$ cat src/rtl/uart_alu_ctrl_if.sv
// uart_alu_ctrl_if: byte streams between uart_rx, the packet sequencer and
// uart_tx.
//   rx_data_i / rx_valid_i / rx_ready_o : uart_rx m_axis -> sequencer
//   tx_data_o / tx_valid_o / tx_ready_i : sequencer -> uart_tx s_axis
// The suffixes are written from the sequencer's point of view.
//   slave  modport: the sequencer side.
//   master modport: the side that drives rx and sinks tx.
interface uart_alu_ctrl_if #(
    parameter int DW = 8
);
    logic [DW-1:0] rx_data_i;
    logic          rx_valid_i;
    logic          rx_ready_o;
    logic [DW-1:0] tx_data_o;
    logic          tx_valid_o;
    logic          tx_ready_i;

    modport slave (
        input  rx_data_i, rx_valid_i, tx_ready_i,
        output rx_ready_o, tx_data_o, tx_valid_o
    );

    modport master (
        output rx_data_i, rx_valid_i, tx_ready_i,
        input  rx_ready_o, tx_data_o, tx_valid_o
    );
endinterface

$ cat src/rtl/uart_alu_ctrl.sv
// uart_alu_ctrl: parses framed command packets from uart_rx and streams
// results to uart_tx.
// Packet layout: opcode, reserved, LEN lo, LEN hi, then LEN-4 payload bytes.
// Opcodes: 0xEC echo, 0xA5 add, 0xB6 multiply.
// Ports:
//   clk_i, rst_i : clock and asynchronous active-high reset
//   bus          : rx/tx byte streams (slave modport)
//   busy_o       : high while a packet is in progress
//   err_o        : one-cycle pulse when a header is malformed
module uart_alu_ctrl #(
    parameter int datawidth_p = 8,
    parameter int opwidth_p   = 32
) (
    input  logic                  clk_i,
    input  logic                  rst_i,
    uart_alu_ctrl_if.slave        bus,
    output logic                  busy_o,
    output logic                  err_o
);
    localparam int NB = opwidth_p / 8;
    localparam int CW = (NB > 1) ? $clog2(NB) : 1;
    localparam logic [CW-1:0] LAST_B = CW'(NB - 1);
    localparam logic [15:0]   NB16   = 16'(NB);

    typedef enum logic [2:0] {
        S_OP, S_RSV, S_LENL, S_LENH, S_ECHO, S_OPND, S_RES, S_DRAIN
    } state_e;

    state_e                 state_q, state_d;
    logic [7:0]             op_q, op_d;
    logic [7:0]             lenl_q, lenl_d;
    logic [15:0]            rem_q, rem_d;
    logic [opwidth_p-1:0]   sh_q, sh_d;
    logic [opwidth_p-1:0]   acc_q, acc_d;
    logic [CW-1:0]          bcnt_q, bcnt_d;
    logic [CW-1:0]          ocnt_q, ocnt_d;
    logic                   first_q, first_d;
    logic                   err_q, err_d;
    // Holds rx_ready_o low until the first edge after reset release.
    logic                   rdy_q;

    logic [datawidth_p-1:0] tx_dat;
    logic                   tx_vld, rx_rdy;
    logic [15:0]            len, pay;
    logic [opwidth_p+7:0]   cat;
    logic [opwidth_p-1:0]   word;
    logic                   is_echo, is_add, is_mul;

    assign len     = {bus.rx_data_i, lenl_q};
    assign pay     = len - 16'd4;
    // New byte enters at the top so the word ends up little-endian.
    assign cat     = {bus.rx_data_i, sh_q};
    assign word    = cat[opwidth_p+7:8];
    assign is_echo = (op_q == 8'hEC);
    assign is_add  = (op_q == 8'hA5);
    assign is_mul  = (op_q == 8'hB6);

    always_ff @(posedge clk_i or posedge rst_i) begin
        if (rst_i) begin
            state_q <= S_OP;
            op_q    <= '0;
            lenl_q  <= '0;
            rem_q   <= '0;
            sh_q    <= '0;
            acc_q   <= '0;
            bcnt_q  <= '0;
            ocnt_q  <= '0;
            first_q <= 1'b0;
            err_q   <= 1'b0;
            rdy_q   <= 1'b0;
        end else begin
            state_q <= state_d;
            op_q    <= op_d;
            lenl_q  <= lenl_d;
            rem_q   <= rem_d;
            sh_q    <= sh_d;
            acc_q   <= acc_d;
            bcnt_q  <= bcnt_d;
            ocnt_q  <= ocnt_d;
            first_q <= first_d;
            err_q   <= err_d;
            rdy_q   <= 1'b1;
        end
    end

    always_comb begin
        state_d = state_q;
        op_d    = op_q;
        lenl_d  = lenl_q;
        rem_d   = rem_q;
        sh_d    = sh_q;
        acc_d   = acc_q;
        bcnt_d  = bcnt_q;
        ocnt_d  = ocnt_q;
        first_d = first_q;
        err_d   = 1'b0;
        rx_rdy  = 1'b0;
        tx_vld  = 1'b0;
        // Result bytes come straight from the shifting accumulator register.
        tx_dat  = acc_q[7:0];
        case (state_q)
            S_OP: begin
                rx_rdy = rdy_q;
                if (bus.rx_valid_i && rdy_q) begin
                    op_d    = bus.rx_data_i;
                    state_d = S_RSV;
                end
            end
            S_RSV: begin
                rx_rdy = 1'b1;
                if (bus.rx_valid_i) state_d = S_LENL;
            end
            S_LENL: begin
                rx_rdy = 1'b1;
                if (bus.rx_valid_i) begin
                    lenl_d  = bus.rx_data_i;
                    state_d = S_LENH;
                end
            end
            S_LENH: begin
                rx_rdy = 1'b1;
                if (bus.rx_valid_i) begin
                    rem_d   = pay;
                    bcnt_d  = '0;
                    ocnt_d  = '0;
                    sh_d    = '0;
                    first_d = 1'b1;
                    if (len < 16'd4) begin
                        err_d   = 1'b1;
                        state_d = S_OP;
                    end else if (!is_echo && !is_add && !is_mul) begin
                        err_d   = 1'b1;
                        state_d = (pay == 16'd0) ? S_OP : S_DRAIN;
                    end else if (is_echo) begin
                        state_d = (pay == 16'd0) ? S_OP : S_ECHO;
                    end else if (pay == 16'd0 || (pay % NB16) != 16'd0) begin
                        err_d   = 1'b1;
                        state_d = (pay == 16'd0) ? S_OP : S_DRAIN;
                    end else begin
                        state_d = S_OPND;
                    end
                end
            end
            S_ECHO: begin
                tx_dat = bus.rx_data_i;
                tx_vld = bus.rx_valid_i;
                rx_rdy = bus.tx_ready_i;
                if (bus.rx_valid_i && bus.tx_ready_i) begin
                    rem_d = rem_q - 16'd1;
                    if (rem_q == 16'd1) state_d = S_OP;
                end
            end
            S_OPND: begin
                rx_rdy = 1'b1;
                if (bus.rx_valid_i) begin
                    rem_d = rem_q - 16'd1;
                    sh_d  = word;
                    if (bcnt_q == LAST_B) begin
                        bcnt_d  = '0;
                        first_d = 1'b0;
                        if (first_q)     acc_d = word;
                        else if (is_mul) acc_d = acc_q * word;
                        else             acc_d = acc_q + word;
                    end else begin
                        bcnt_d = bcnt_q + CW'(1);
                    end
                    if (rem_q == 16'd1) state_d = S_RES;
                end
            end
            S_RES: begin
                tx_vld = 1'b1;
                if (bus.tx_ready_i) begin
                    acc_d  = acc_q >> 8;
                    ocnt_d = ocnt_q + CW'(1);
                    if (ocnt_q == LAST_B) state_d = S_OP;
                end
            end
            S_DRAIN: begin
                rx_rdy = 1'b1;
                if (bus.rx_valid_i) begin
                    rem_d = rem_q - 16'd1;
                    if (rem_q == 16'd1) state_d = S_OP;
                end
            end
            default: state_d = S_OP;
        endcase
    end

    assign bus.rx_ready_o = rx_rdy;
    assign bus.tx_valid_o = tx_vld;
    assign bus.tx_data_o  = tx_dat;
    assign busy_o         = (state_q != S_OP);
    assign err_o          = err_q;
endmodule

$ cat src/flat_wrapper.sv
// flat-port wrapper written by rule: the top's interface ports become plain ports
module uart_alu_ctrl_flat 
#(
    parameter int datawidth_p = 8,
    parameter int opwidth_p   = 32
)
  (clk_i, rst_i, busy_o, err_o, bus_rx_data_i, bus_rx_valid_i, bus_tx_ready_i, bus_rx_ready_o, bus_tx_data_o, bus_tx_valid_o);
  uart_alu_ctrl_if #(.DW(8)) bus_i ();
  input  logic clk_i;
  input  logic rst_i;
  output logic busy_o;
  output logic err_o;
  input wire logic [$bits(bus_i.rx_data_i)-1:0] bus_rx_data_i;
  input wire logic [$bits(bus_i.rx_valid_i)-1:0] bus_rx_valid_i;
  input wire logic [$bits(bus_i.tx_ready_i)-1:0] bus_tx_ready_i;
  output wire logic [$bits(bus_i.rx_ready_o)-1:0] bus_rx_ready_o;
  output wire logic [$bits(bus_i.tx_data_o)-1:0] bus_tx_data_o;
  output wire logic [$bits(bus_i.tx_valid_o)-1:0] bus_tx_valid_o;
  assign bus_i.rx_data_i = bus_rx_data_i;
  assign bus_i.rx_valid_i = bus_rx_valid_i;
  assign bus_i.tx_ready_i = bus_tx_ready_i;
  assign bus_rx_ready_o = bus_i.rx_ready_o;
  assign bus_tx_data_o = bus_i.tx_data_o;
  assign bus_tx_valid_o = bus_i.tx_valid_o;
  uart_alu_ctrl #(.datawidth_p(datawidth_p), .opwidth_p(opwidth_p)) u_core (.clk_i(clk_i), .rst_i(rst_i), .bus(bus_i), .busy_o(busy_o), .err_o(err_o));
endmodule
$ cat config.mk
export PLATFORM = sky130hd
export DESIGN_NAME = uart_alu_ctrl_flat
export DESIGN_NICKNAME = d
export VERILOG_FILES = /design/src/rtl/uart_alu_ctrl_if.sv /design/src/rtl/uart_alu_ctrl.sv /design/src/flat_wrapper.sv
export SDC_FILE = /design/constraint.sdc
export NUM_CORES = 2
export LEC_CHECK = 0
export CORE_AREA = 5 5 290 292
export DETAILED_ROUTE_END_ITERATION = 10
export DIE_AREA = 0 0 295 297
export PLACE_DENSITY = 0.53
export RECOVER_POWER = 25
export SYNTH_ARGS = -nofsm -noshare
export SYNTH_HDL_FRONTEND = slang
export SYNTH_SLANG_ARGS = --single-unit
export TNS_END_PERCENT = 20
$ cat constraint.sdc
create_clock -name clk_i -period 7.6 [get_ports clk_i]
set_input_delay 2.28 -clock clk_i [delete_from_list [all_inputs] [get_ports clk_i]]
set_output_delay 2.28 -clock clk_i [all_outputs]
set_load 0.05 [all_outputs]
==> run metrics <==
switching part of the total=54.84%; count leader, synth=fa_1; DRT iter0 DRCs=1370; Worst-Margin Slew=1.814 ns; mapped cell area=22540 um2; final setup fails=1; syn nets=3159; ANT nets after route=0; CP Launch Type=input port; Initial Utilization=27.72%; multi-input logic area=18090 um2; # clock sinks=98; Synth Register Bits=98; final instance area=25140 um2; share of total power in the clock network=7.4%; post-DR vias/cell=4.772; clock-pin slew on the worst setup and hold paths=0.08 ns; # DRC=0; fin util=30.92%; leak pwr=12.00 nW; Max Buffers Root-to-Sink=2; critical-path cell list=buf_6 -> and2_4 -> fa_1 -> inv_1 -> fa_1 -> inv_2 -> fa_1 -> fa_1 -> inv_1 -> fa_1 -> fa_1 -> fa_1 -> fa_2 -> xor2_2 -> xnor2_1 -> xnor2_1 -> xnor2_1 -> xnor2_1 -> xnor2_1 -> xnor2_1 -> xnor2_1 -> a221oi_2 -> o31ai_2; die height=297 um; sequential power share=19.5%; RSZ-0062 raised after global routing=true; worst skew pair latency=0.37 ns; GRT met3 Usage=1.881%; cts bufs inserted=9; Power Internal=2.820 mW; Max-Cap Viols=1; power density over cell area=248.3 nW/um2; Cell variety after synth=69; leading area contributor after synthesis=fa_1; Max Slew Vio Count=38; H-tree depth=3; Seq/Total Area, Yosys=10.88%; GRT overflow=0; DR pass1 iterations=5; initial antenna violation count=0; Setup Buffers After CTS=0; Most Used Layer, Global Route=met2; Relative slew margins=-21.59%; Syn Inst Count=2578; PortBufs=23; crit share post-route=101.4%; WL final=72.50 mm; Setup CP Type=input port to flip-flop; nets@finish=3205; top post-synthesis cells by count=fa_1 (409), inv_1 (398), nand2_1 (364); largest net degree at the start of global routing=63; status=finished, violations left; antenna cells=0; Arrival @ worst endpoint=7.95 ns; I/O Pins=24; HP Class=flip-flop to flip-flop; Fin. Hold Viols=0; top cell type's share of synthesized area=36.33%; Sw Pwr=3.424 mW; clk_skew=0.01049 ns; Top FF cell, synth=dfrtp_1; Crit. End Element=flip-flop; die area=87620 um2; share of layout cells above drive strength 1=9.053%; DR WL/cell=19.60 um; placed inst area=24820 um2; Worst path slowest cell=fa_1; area grow syn2layout=11.55%; failing checks=max-capacitance violations, max-slew violations, negative setup slack; CP Data Required Time=7.84 ns; routing usage on met2=27.06%; fillers=8578; vias in the first global route=18585; dpl hpwl=58.57 mm; met1 GRT Util=24.00%; Root Buffer=clkbuf_16; CP Max Fanout=2; Max Fclk=0.1297 GHz; maximum vdd drop=0.2059 mV; Via Count=17651; pre-CTS WS=-0.9673 ns; global-route wire length before repair=113.7 mm; All-Layer GR Usage=16.73%; core area=81320 um2; Core Rows=105; Combinational Power Share=73.2%; Synth async-reset ratio=100.0%; synth top area cells=fa_1 (36%), dfrtp_1 (11%), ha_1 (8.9%), and2_1 (8.3%), inv_1 (6.6%); CTS tree=yes; max incr delay on CP=0.51 ns; mean post-synth cell area=8.743 um2; Post-synth EDFFs=0; Storage cell area=2456 um2; # hold bufs at CTS=0; global placement routability congestion=0.8924; Die W=295 um; Min Clock Period, post-route=7.708 ns; Syn. warnings=0; setup ws final=-0.1078 ns
-- metrics by stage --
stage	total power [mW]	hold slack, ns	cells	TNS [ns]
6_report	6.244	0.4924	3699	-0.1078
2_1_floorplan	3.874	0.4483	2578	-0.7332
3_3_place_gp	5.707	0.4675	3683	-2.850
5_1_grt	6.763	0.5392	3699	-0.2762
4_1_cts	6.224	0.4938	3699	-0.2491
3_5_place_dp	5.695	0.4771	3683	-3.084
-- cell usage in the layout (no fill, tap or decap), types with 75 or more instances in the layout --
cell       n
a21oi_1   84
and2_1   296
buf_4    155
dfrtp_1   95
fa_1     405
ha_1     159
inv_1    395
nand2_1  363
nor2_1    75
o21ai_0  113
xnor2_1   82
-- worst max-delay path: cells and delay by family --
family / cells / cell delay, ns
buffers and inverters: 4 / 0.23
AO/OA/AOI/OAI: 2 / 0.34
AND/OR/NAND/NOR: 1 / 0.15
adder cells (fa/ha/maj): 8 / 3.70
XOR/XNOR: 8 / 1.24
-- power groups by stage --
stage	Combinational, mW	Sequential [mW]	Clock, mW
after floorplan	2.96	0.915	0
after global placement	4.49	1.21	0
after detailed placement	4.49	1.21	0
after CTS	4.55	1.20	0.471
after global routing	5.03	1.24	0.487
final	4.57	1.21	0.459
-- logic make-up after synthesis --
group	Yosys count	share of synthesized area (%)
simple gates	856	18.68
fa+ha+maj	569	45.21
buf+inv	548	9.126
compound gates	359	10.10
xor+xnor	120	4.663
flops	98	10.88
mux	27	1.321
other cells	1	0.01664
-- worst paths after layout --
path	from	to	slack, ns	depth (start not counted)
min	u_core.rem_q[7]	u_core.rem_q[7]	0.49	2
min reg2reg	u_core.rem_q[7]	u_core.rem_q[7]	0.49	2
max in group asynchronous	rst_i	u_core.acc_q[8]	3.14	3
min in group asynchronous	rst_i	u_core.rem_q[4]	2.81	2
max	bus_rx_data_i[1]	u_core.acc_q[31]	-0.11	23
max reg2reg	u_core.sh_q[12]	u_core.acc_q[21]	0.22	25
-- what timing repair did --
action                                  in CTS  in global routing
gates resized for setup                     26                 12
endpoints found under the setup margin       3                  6
pin swaps                                   17                 16
gates cloned                                 0                  0
-- cell type report --
cell class	count	share of cell area, %
sequential	98	9.769
timing repair buffer	183	5.852
multi-input combinational	1932	71.97
clock buffer	10	0.9107
tap	1070	5.325
inverter	400	5.977
clock inverter	6	0.1991
-- routing by layer --
metal / share of wire (%) / up-vias / wire [um]
li1: - / 8126 / -
met1: 46 / 8936 / 33330
met2: 46 / 494 / 33650
met3: 4.8 / 95 / 3498
met4: 2.8 / 0 / 2026
met5: 0 / - / 0
-- flip-flops by register name, indices dropped and copies added (netlist names) --
| name | count |
|---|---|
| u_core.acc_q | 32 |
| u_core.bcnt_q | 2 |
| u_core.err_o | 1 |
| u_core.first_q | 1 |
| u_core.lenl_q | 8 |
| u_core.ocnt_q | 2 |
| u_core.op_q | 8 |
| u_core.rdy_q | 1 |
| u_core.rem_q | 16 |
| u_core.sh_q | 24 |
| u_core.state_q | 3 |
(Power assumes the default switching activity.)
